## src/rtl/pw_req_arbiter.sv

```systemverilog
// Page-walk request arbiter: one outstanding miss per requester, round-robin
// issue to the shared walker, merging of identical load/store misses, and
// flush sequencing that swallows walks already in flight.
module pw_req_arbiter #(
  parameter int NUM_RQ = 3,
  parameter int ID_W   = 2
) (
  input  logic                 clk,
  input  logic                 rst,
  input  logic                 clear,
  input  logic [NUM_RQ-1:0]    IN_miss_valid,
  input  logic [NUM_RQ*20-1:0] IN_miss_vpn,
  output logic [NUM_RQ-1:0]    OUT_miss_ready,
  output logic [NUM_RQ-1:0]    OUT_done,
  output logic                 OUT_pw_valid,
  output logic [19:0]          OUT_pw_vpn,
  output logic [ID_W-1:0]      OUT_pw_rqID,
  input  logic                 IN_pw_ready,
  input  logic                 IN_pw_res_valid,
  input  logic [ID_W-1:0]      IN_pw_res_rqID,
  output logic                 OUT_busy,
  output logic                 OUT_drop
);

  typedef enum logic [1:0] {RQ_NONE, RQ_PEND, RQ_WAIT} rq_state_e;
  typedef enum logic [1:0] {S_IDLE, S_ISSUE, S_WALK, S_DRAIN} fsm_e;

  rq_state_e         rq_state     [NUM_RQ];
  rq_state_e         rq_state_nxt [NUM_RQ];
  logic [19:0]       rq_vpn       [NUM_RQ];
  logic [19:0]       rq_vpn_nxt   [NUM_RQ];
  fsm_e              fsm, fsm_nxt;
  logic [ID_W-1:0]   winner, winner_nxt;
  logic [ID_W-1:0]   rr, rr_nxt;
  logic [NUM_RQ-1:0] done_q, done_nxt;
  logic              drop_q, drop_nxt;

  logic [NUM_RQ-1:0] accept;
  logic [NUM_RQ-1:0] complete;
  logic [NUM_RQ-1:0] merge;
  logic              handshake;
  logic              res_hit;
  logic [19:0]       win_vpn;
  logic              pend_found;
  logic [ID_W-1:0]   pend_sel;

  // State register: per-requester entries, global FSM and output pulses.
  always_ff @(posedge clk) begin
    if (rst) begin
      for (int unsigned i = 0; i < NUM_RQ; i++) begin
        rq_state[i] <= RQ_NONE;
        rq_vpn[i]   <= '0;
      end
      fsm    <= S_IDLE;
      winner <= '0;
      rr     <= '0;
      done_q <= '0;
      drop_q <= 1'b0;
    end else begin
      for (int unsigned i = 0; i < NUM_RQ; i++) begin
        rq_state[i] <= rq_state_nxt[i];
        rq_vpn[i]   <= rq_vpn_nxt[i];
      end
      fsm    <= fsm_nxt;
      winner <= winner_nxt;
      rr     <= rr_nxt;
      done_q <= done_nxt;
      drop_q <= drop_nxt;
    end
  end

  // Event decode: accepts, walk completion set, merge candidates, RR pick.
  always_comb begin
    handshake  = (fsm == S_ISSUE) && IN_pw_ready;
    res_hit    = (fsm == S_WALK) && IN_pw_res_valid && (IN_pw_res_rqID == winner);
    win_vpn    = rq_vpn[winner];
    accept     = '0;
    complete   = '0;
    merge      = '0;
    pend_found = 1'b0;
    pend_sel   = '0;

    for (int unsigned i = 0; i < NUM_RQ; i++) begin
      accept[i] = IN_miss_valid[i] && (rq_state[i] == RQ_NONE) && !clear;
      if (res_hit) begin
        if (ID_W'(i) == winner)
          complete[i] = 1'b1;
        else if ((i != 0) && (winner != '0) && (rq_state[i] == RQ_WAIT) &&
                 (rq_vpn[i] == win_vpn))
          complete[i] = 1'b1;
      end
    end

    // An entry finishing this cycle is not a merge target: its insert is
    // happening now, so a rider would never see a completion.
    for (int unsigned i = 1; i < NUM_RQ; i++) begin
      for (int unsigned j = 1; j < NUM_RQ; j++) begin
        if (j != i && accept[i]) begin
          if (((rq_state[j] == RQ_PEND) || ((rq_state[j] == RQ_WAIT) && !complete[j])) &&
              (rq_vpn[j] == IN_miss_vpn[i*20 +: 20]))
            merge[i] = 1'b1;
          if ((j < i) && accept[j] &&
              (IN_miss_vpn[j*20 +: 20] == IN_miss_vpn[i*20 +: 20]))
            merge[i] = 1'b1;
        end
      end
    end

    // Round robin as two passes: indices at/after rr first, then wrap.
    for (int unsigned i = 0; i < NUM_RQ; i++) begin
      if (!pend_found && (ID_W'(i) >= rr) && (rq_state[i] == RQ_PEND)) begin
        pend_found = 1'b1;
        pend_sel   = ID_W'(i);
      end
    end
    for (int unsigned i = 0; i < NUM_RQ; i++) begin
      if (!pend_found && (ID_W'(i) < rr) && (rq_state[i] == RQ_PEND)) begin
        pend_found = 1'b1;
        pend_sel   = ID_W'(i);
      end
    end
  end

  // Next state: clear first, then completion, issue and new accepts.
  always_comb begin
    fsm_nxt    = fsm;
    winner_nxt = winner;
    rr_nxt     = rr;
    done_nxt   = '0;
    drop_nxt   = 1'b0;
    for (int unsigned i = 0; i < NUM_RQ; i++) begin
      rq_state_nxt[i] = rq_state[i];
      rq_vpn_nxt[i]   = rq_vpn[i];
    end

    for (int unsigned i = 0; i < NUM_RQ; i++) begin
      if (clear) begin
        rq_state_nxt[i] = RQ_NONE;
      end else if (complete[i]) begin
        rq_state_nxt[i] = RQ_NONE;
        done_nxt[i]     = 1'b1;
      end else if (handshake && (winner == ID_W'(i))) begin
        rq_state_nxt[i] = RQ_WAIT;
      end else if (accept[i]) begin
        rq_vpn_nxt[i]   = IN_miss_vpn[i*20 +: 20];
        rq_state_nxt[i] = merge[i] ? RQ_WAIT : RQ_PEND;
      end
    end

    case (fsm)
      S_IDLE: begin
        if (!clear && pend_found) begin
          winner_nxt = pend_sel;
          fsm_nxt    = S_ISSUE;
        end
      end
      S_ISSUE: begin
        if (clear) begin
          fsm_nxt = handshake ? S_DRAIN : S_IDLE;
        end else if (handshake) begin
          rr_nxt  = (winner == ID_W'(NUM_RQ - 1)) ? '0 : winner + 1'b1;
          fsm_nxt = S_WALK;
        end
      end
      S_WALK: begin
        if (clear) begin
          if (IN_pw_res_valid) begin
            fsm_nxt  = S_IDLE;
            drop_nxt = 1'b1;
          end else begin
            fsm_nxt = S_DRAIN;
          end
        end else if (res_hit) begin
          fsm_nxt = S_IDLE;
        end
      end
      S_DRAIN: begin
        if (IN_pw_res_valid) begin
          fsm_nxt  = S_IDLE;
          drop_nxt = 1'b1;
        end
      end
      default: fsm_nxt = S_IDLE;
    endcase
  end

  // Outputs: ready per requester, walk request, status pulses.
  always_comb begin
    OUT_miss_ready = '0;
    for (int unsigned i = 0; i < NUM_RQ; i++)
      OUT_miss_ready[i] = (rq_state[i] == RQ_NONE) && !clear;
    OUT_pw_valid = (fsm == S_ISSUE);
    OUT_pw_vpn   = win_vpn;
    OUT_pw_rqID  = winner;
    OUT_busy     = (fsm != S_IDLE);
    OUT_done     = done_q;
    OUT_drop     = drop_q;
  end

endmodule
```

## config.mk

```make
export PLATFORM = sky130hd
export DESIGN_NAME = pw_req_arbiter
export DESIGN_NICKNAME = d
export VERILOG_FILES = /design/src/rtl/pw_req_arbiter.sv
export SDC_FILE = /design/constraint.sdc
export NUM_CORES = 1
export LEC_CHECK = 0
export ABC_AREA = 0
export BUFFER_PORTS_ARGS = -buffer_cell sky130_fd_sc_hd__buf_4
export CORE_MARGIN = 3
export CORE_UTILIZATION = 51
export DETAILED_ROUTE_END_ITERATION = 12
export PLACE_DENSITY = 0.79
export RECOVER_POWER = 100
export SYNTH_ARGS = -nofsm -noshare
export SYNTH_HDL_FRONTEND = slang
export SYNTH_SLANG_ARGS = --single-unit
export TNS_END_PERCENT = 30
```

## constraint.sdc

```tcl
create_clock -name clk -period 2.4 [get_ports clk]
set_input_delay 0.24 -clock clk [delete_from_list [all_inputs] [get_ports clk]]
set_output_delay 0.24 -clock clk [all_outputs]
set_load 0.1 [all_outputs]
```

# == Word-level counts from Yosys, hierarchy flattened ==
# Memory sizes are Yosys's and may differ from the RTL's. A register that Yosys moved wholly into a read port is not among the register bits.
# Cells that the tools add are included.
# word_totals
ff_bits,10
mem_bits_rw,66
input_bits,70
out_inout_bits,31
elab_cells,182
mem_count,2
# op_classes
n_addsub,1
n_lt_le_gt_ge,6
n_eq_ne,26
n_mux,77
bitwise_logic,7
n_reduce_logical,58
# memory_table
memory,depth,word_bits,rd,rd_ports_with_merged_regs,write_ports,line,source
rq_vpn,3,20,3,1,3,30,logic [19:0] rq_vpn [NUM_RQ];
rq_state,3,2,3,0,3,28,rq_state_e rq_state [NUM_RQ];
# op_table
cell,n
$mux W20,15
$eq A20 B20 Y1,5
$mux W2,32
$logic_and A1 B1 Y1,36
$mux W1,28
$eq A2 B1 Y1 const B,5
$eq A2 B2 Y1 const B,5
$logic_not A2 Y1,5
$logic_not A1 Y1,8
$pmux W2 S4,1
$ne A2 B2 Y1 const B,3
$ne A3 B3 Y1 const B,2
$or A1 B1 Y1,6
$reduce_and A5 Y1,1
$ge A1 B2 Y1 const A,2
$lt A1 B2 Y1 const A,2
$ne A4 B4 Y1 const B,1
$reduce_and A4 Y1,1
$reduce_bool A2 Y1,2
$ne A3 B2 Y1 const B,1
$reduce_and A3 Y1,1
$add A2 B1 Y2 const B,1
$eq A1 B2 Y1 const A,1
$eq A2 B2 Y1,1
other kinds (9),10

# == Longest topological paths before layout ==
# An unclocked memory read counts as a cell.
# logic_depth
depth_word,28
mapped_depth,9
depth_no_buf,7

# == Least setup slack after synthesis ==
# OpenSTA, ideal clock, no wires.
# synth_timing
path_type,register -> register
start,memory rq_state[0][3] in the netlist's numbering
end,"memory rq_vpn[1][0], enable pin"
setup_ps,376
arrival_time_ps,3480
required_ps,2024
path_slack_ps,-1456
path_stages_with_launch,5
path_buffers,0
synth_period_minus_slack_ps,3856
cell_sequence,dfxtp_1 > nor3_1 > nand2_1 > nor2_1 > a21o_1
# synth_lines
element,line
from (decl),28
to (decl),30

==> summary by stage <==
Finish
Fill cells in the final layout number 685. The utilization after layout is 73.3%. The share of layout cells above drive strength 1 is 39.9%. Compared with the post-synthesis result, the final layout area differs by 39.4%. The repair_antennas step left the layout with diodes totalling 0. The net count of the finished layout is 767.

Worst hold path
The tightest min-delay check is of the input port to register type. The startpoint of the tightest hold check path is IN_miss_vpn[2]. Along the worst hold path, the cell count comes to 2. The path with the worst hold slack has its endpoint at rq_vpn[0][2].

Die
The full die area is 0.0113 mm^2. Measured along the y axis, the die boundary spans 106 um. Measured along the x axis, the die boundary spans 106 um. The initial utilization of the core area, before any placement, comes to 52.6%. The initialized floorplan defines 36 standard-cell rows. 101 I/O pins were placed. The standard cell core area is 0.00977 mm^2.

Worst setup path
The worst setup path is launched from a register. The number of cells on the worst reg-to-reg path is 7. In this run the worst path has a maximum fanout of 10. Data on the critical path is required at its endpoint by 2510 ps. The critical path goes through xnor2_1 > nand3_1 > nor4_4 > nor2_1 > or4b_4 > and2_4 > a21o_4. STA puts the critical path data arrival time at 2620 ps. The worst flop-to-flop path endpoint is rq_vpn[1][18]. The start-to-end type of the worst setup path is register to register. On the worst path, the slowest cell contributes a delay of 540 ps. The reg-to-reg setup timing slack is -110 ps. The startpoint of the most critical register-to-register path is rq_vpn[1][1]. The critical path capture point type is a register. The slowest stage of the critical path belongs to the cell sky130_fd_sc_hd__or4b_4.

Outcome
The final reports fail on negative setup slack. The flow ran to the end, but the final reports show violations.

Synthesis
After synthesis the netlist holds a flip-flop and latch count of 78. The area share of fa/ha/maj cells after synthesis is 0%. The number of nets in the synthesized netlist is 574. The Yosys step of the flow raised 0 warnings. The cell area that synthesis handed to floorplanning was 0.00514 mm^2. The share of the synthesized area in the top cell type is 35.1%. The number of enable-type register cells in the synthesized netlist is 60. The most used flip-flop cell after synthesis is sky130_fd_sc_hd__edfxtp_1. In the synthesized netlist, mux cells make up 7.57% of the area. Summing the areas of all compound-gate instances in the mapped netlist gives 8.50% of the synthesized area. After synthesis, the mean cell area works out to 10.2 um^2. The number of library cell types mapped by synthesis is 55.

Of the total synthesized cell area, the portion taken by AND, OR, NAND and NOR gates is 21.4%. Of the total synthesized cell area, the portion taken by XOR and XNOR cells is 17.7%. The combinational family with the most area after synthesis is simple AND/OR/NAND/NOR gates. Synthesis handed over a netlist of 504 instances.

The biggest area contributor in the post-synthesis netlist is sky130_fd_sc_hd__edfxtp_1. Summing the sequential cell areas from Yosys gives 42.1% of the chip area. By area the synthesized netlist is led by sky130_fd_sc_hd__edfxtp_1, sky130_fd_sc_hd__xnor2_1, sky130_fd_sc_hd__xor2_1. Of all flip-flops after synthesis, the portion carrying an async set or reset was 0%.

STA
Setup repair after global routing could not meet its margin everywhere. The worst clock skew is 12.0 ps. The maximum operating frequency is 398 MHz. In the post-route analysis, the smallest setup slack over all paths is -112 ps. The worst-case hold slack is 165 ps. The max-slew violation total from the final report is 0. The final count of negative-setup-slack endpoints is 40. The transition time of the tightest slew-check pin is 861 ps.

In this run the tightest slew margin relative to its limit is 42.6%. The routed design could run at a clock period as short as 2510 ps. The number of hold violations in the final report came to 0. The worst path uses 105% of the clock period.

Routing
In the routed design, unresolved DRC markers number 0. The detailed-route vias per instance is 5.76. The average wire length per cell after detail routing is 20.4 um.

The total length of routed wires is 17.0 mm. Once detail routing completed, the nets flagged for antenna violations numbered 0. The total number of vias is 4809.

In this run, the number of DRC markers left after iteration 0 of detailed routing was 402. The total iterations of the first detailed-routing run is 5.

Clock network
For the worst-skew pair, the clock arrives at the later sink with an insertion delay of 360 ps. In this run the clock root is driven by a sky130_fd_sc_hd__clkbuf_8. Clock tree synthesis found a total of 78 sinks. The clock tree from TritonCTS is done. The clock transition at the registers of the reported paths is 90 ps.

The number of levels the H-tree was split into is 3. TritonCTS created 9 clock buffers. The count of hold buffers inserted by post-cts repair is 0. The worst-case clock buffer depth is 2.

Global routing
The global-route wire length before repair is 25.9 mm. Global routing consumed, over all layers together, 30.3% of the routing resources. The met2 routing resource usage after global routing is 51.0%. The sum of overflow across all layers after global routing is 0. The initial antenna violation count is 0.

In the global route stage, met1 resource usage came out at 38.7%. The via count of the first global-routing pass is 4907. The pin count of the biggest net entering global routing is 77. The busiest layer in global routing is met2.

For this run, global-route usage on met3 was measured as 4.55%.

Placed design
The HPWL after detailed placement is 12.2 mm. During placement, the flow inserted port buffers numbering 100. The weighted congestion reported at the end of routability-driven placement is 0.959.

Pwr
The leakage power total is 2.91 nW. Power spread over the standard cell area amounts to 552 mW/mm^2. The maximum ir drop on the vdd rail is 0.406 mV.

Job
The total of max-cap violations is 0.
==> layer usage <==
layer / vias to the layer above / wire length, um
met5: - / 0
met4: 0 / 694
met3: 52 / 1520
met2: 256 / 8200
met1: 2303 / 6590
li1: 2198 / -
==> layout make-up <==
class                      instances  area, um^2  area share [%]
timing repair buffer             195        1480            20.6
tap                              133         166            2.32
inverter                          12        45.0           0.629
multi-input combinational        401        3090            43.1
clock buffer                      11         151            2.11
sequential                        78        2170            30.4
clock inverter                     5        57.6           0.803
==> cell families (layout without fill, tap and decap cells) <==
kind of cell,Yosys count,count (layout)
buffers and inverters,29,223
AO/OA/AOI/OAI,66,70
flip-flops,78,78
XOR/XNOR,104,104
AND/OR/NAND/NOR,192,192
multiplexers,35,35
==> stage by stage <==
stage	power, mW	area [um^2]	TNS (ps)	instances	setup WS (ps)
after floorplan	2.36	5190	-3940	504	-186
after global placement	2.81	6680	-11700	809	-304
after CTS	3.90	7080	-4270	832	-156
after detailed placement	2.83	6680	-14840	809	-414
after global routing	4.08	7160	-4630	835	-133
final	3.95	7160	-3880	835	-112
==> layout by cell type, fill, tap and decap left out, types with 4 or more instances in the layout <==
master | synthesis | routed
sky130_fd_sc_hd__nor4_1 | 13 | 7
sky130_fd_sc_hd__nand2b_1 | 9 | 9
sky130_fd_sc_hd__nor3_1 | 17 | 11
sky130_fd_sc_hd__nor4_2 | 0 | 5
sky130_fd_sc_hd__clkbuf_8 | 0 | 11
sky130_fd_sc_hd__nor2b_1 | 71 | 71
sky130_fd_sc_hd__mux2_2 | 27 | 25
sky130_fd_sc_hd__o22ai_1 | 5 | 5
sky130_fd_sc_hd__edfxtp_1 | 60 | 60
sky130_fd_sc_hd__a211oi_1 | 4 | 4
sky130_fd_sc_hd__and3_1 | 5 | 4
sky130_fd_sc_hd__nor2_1 | 24 | 23
sky130_fd_sc_hd__dfxtp_1 | 18 | 14
sky130_fd_sc_hd__a21oi_1 | 16 | 16
sky130_fd_sc_hd__nand2_1 | 17 | 17
sky130_fd_sc_hd__xnor2_2 | 0 | 4
sky130_fd_sc_hd__xnor2_1 | 53 | 49
sky130_fd_sc_hd__o21ai_0 | 14 | 13
sky130_fd_sc_hd__xor2_1 | 51 | 50
sky130_fd_sc_hd__nor3_2 | 0 | 4
sky130_fd_sc_hd__nand4_1 | 13 | 13
sky130_fd_sc_hd__buf_4 | 1 | 191
sky130_fd_sc_hd__nand3_1 | 6 | 6
sky130_fd_sc_hd__and2_1 | 5 | 5
sky130_fd_sc_hd__inv_1 | 12 | 12
sky130_fd_sc_hd__mux2i_1 | 7 | 4
==> worst max path at each step <==
stage,endpoint,slack (ps),from,depth (start not counted)
6_report,rq_vpn[1][18],-110,rq_vpn[1][1],7
5_1_grt,rq_vpn[1][18],-130,rq_vpn[1][2],7
4_1_cts,rq_vpn[2][3],-160,rq_vpn[1][13],8
3_5_place_dp,rq_vpn[1][6],-410,rq_vpn[1][18],7
3_3_place_gp,rq_vpn[1][6],-300,rq_vpn[1][18],7
2_1_floorplan,OUT_pw_vpn[11],-190,register,4
==> worst max-delay path: cells and delay by family, from the launching register on <==
kind	cells	cell delay, ps
and+or+nand+nor	5	1320
DFF	1	430
AOI/OAI and AO/OA	1	260
xor gates and xnor gates	1	240
==> power breakdown <==
| part | leakage, nW | total [mW] | switching, mW | internal (mW) |
|---|---|---|---|---|
| clock network | 0.109 | 1.06 | 0.524 | 0.538 |
| logic | 2.02 | 1.25 | 0.747 | 0.503 |
| registers | 0.775 | 1.64 | 0.0880 | 1.55 |
| total | 2.91 | 3.95 | 1.36 | 2.60 |
==> timing repair <==
| item | in CTS | in global routing |
|---|---|---|
| cloned | 4 | 0 |
| resized for setup | 24 | 12 |
| endpoints found under the setup margin | 45 | 45 |
| pin swaps | 9 | 7 |
| setup buffers | 3 | 3 |
==> sequential cells by signal, indices dropped and copies added (netlist names), named ones only <==
signal and cells:
OUT_drop 1, OUT_pw_rqID 2, fsm 2, rq_vpn 60, rq_state 6, OUT_done 3, rr 2
==> synth_stat cells, types with 9 or more instances <==
| cell | instances |
|---|---|
| sky130_fd_sc_hd__nor2b_1 | 71 |
| sky130_fd_sc_hd__edfxtp_1 | 60 |
| sky130_fd_sc_hd__xnor2_1 | 53 |
| sky130_fd_sc_hd__xor2_1 | 51 |
| sky130_fd_sc_hd__mux2_2 | 27 |
| sky130_fd_sc_hd__nor2_1 | 24 |
| sky130_fd_sc_hd__dfxtp_1 | 18 |
| sky130_fd_sc_hd__nand2_1 | 17 |
| sky130_fd_sc_hd__nor3_1 | 17 |
| sky130_fd_sc_hd__a21oi_1 | 16 |
| sky130_fd_sc_hd__o21ai_0 | 14 |
| sky130_fd_sc_hd__nand4_1 | 13 |
| sky130_fd_sc_hd__nor4_1 | 13 |
| sky130_fd_sc_hd__inv_1 | 12 |
| sky130_fd_sc_hd__clkbuf_1 | 10 |
| sky130_fd_sc_hd__nand2b_1 | 9 |
No activity file was read; power rests on OpenSTA's default activity.
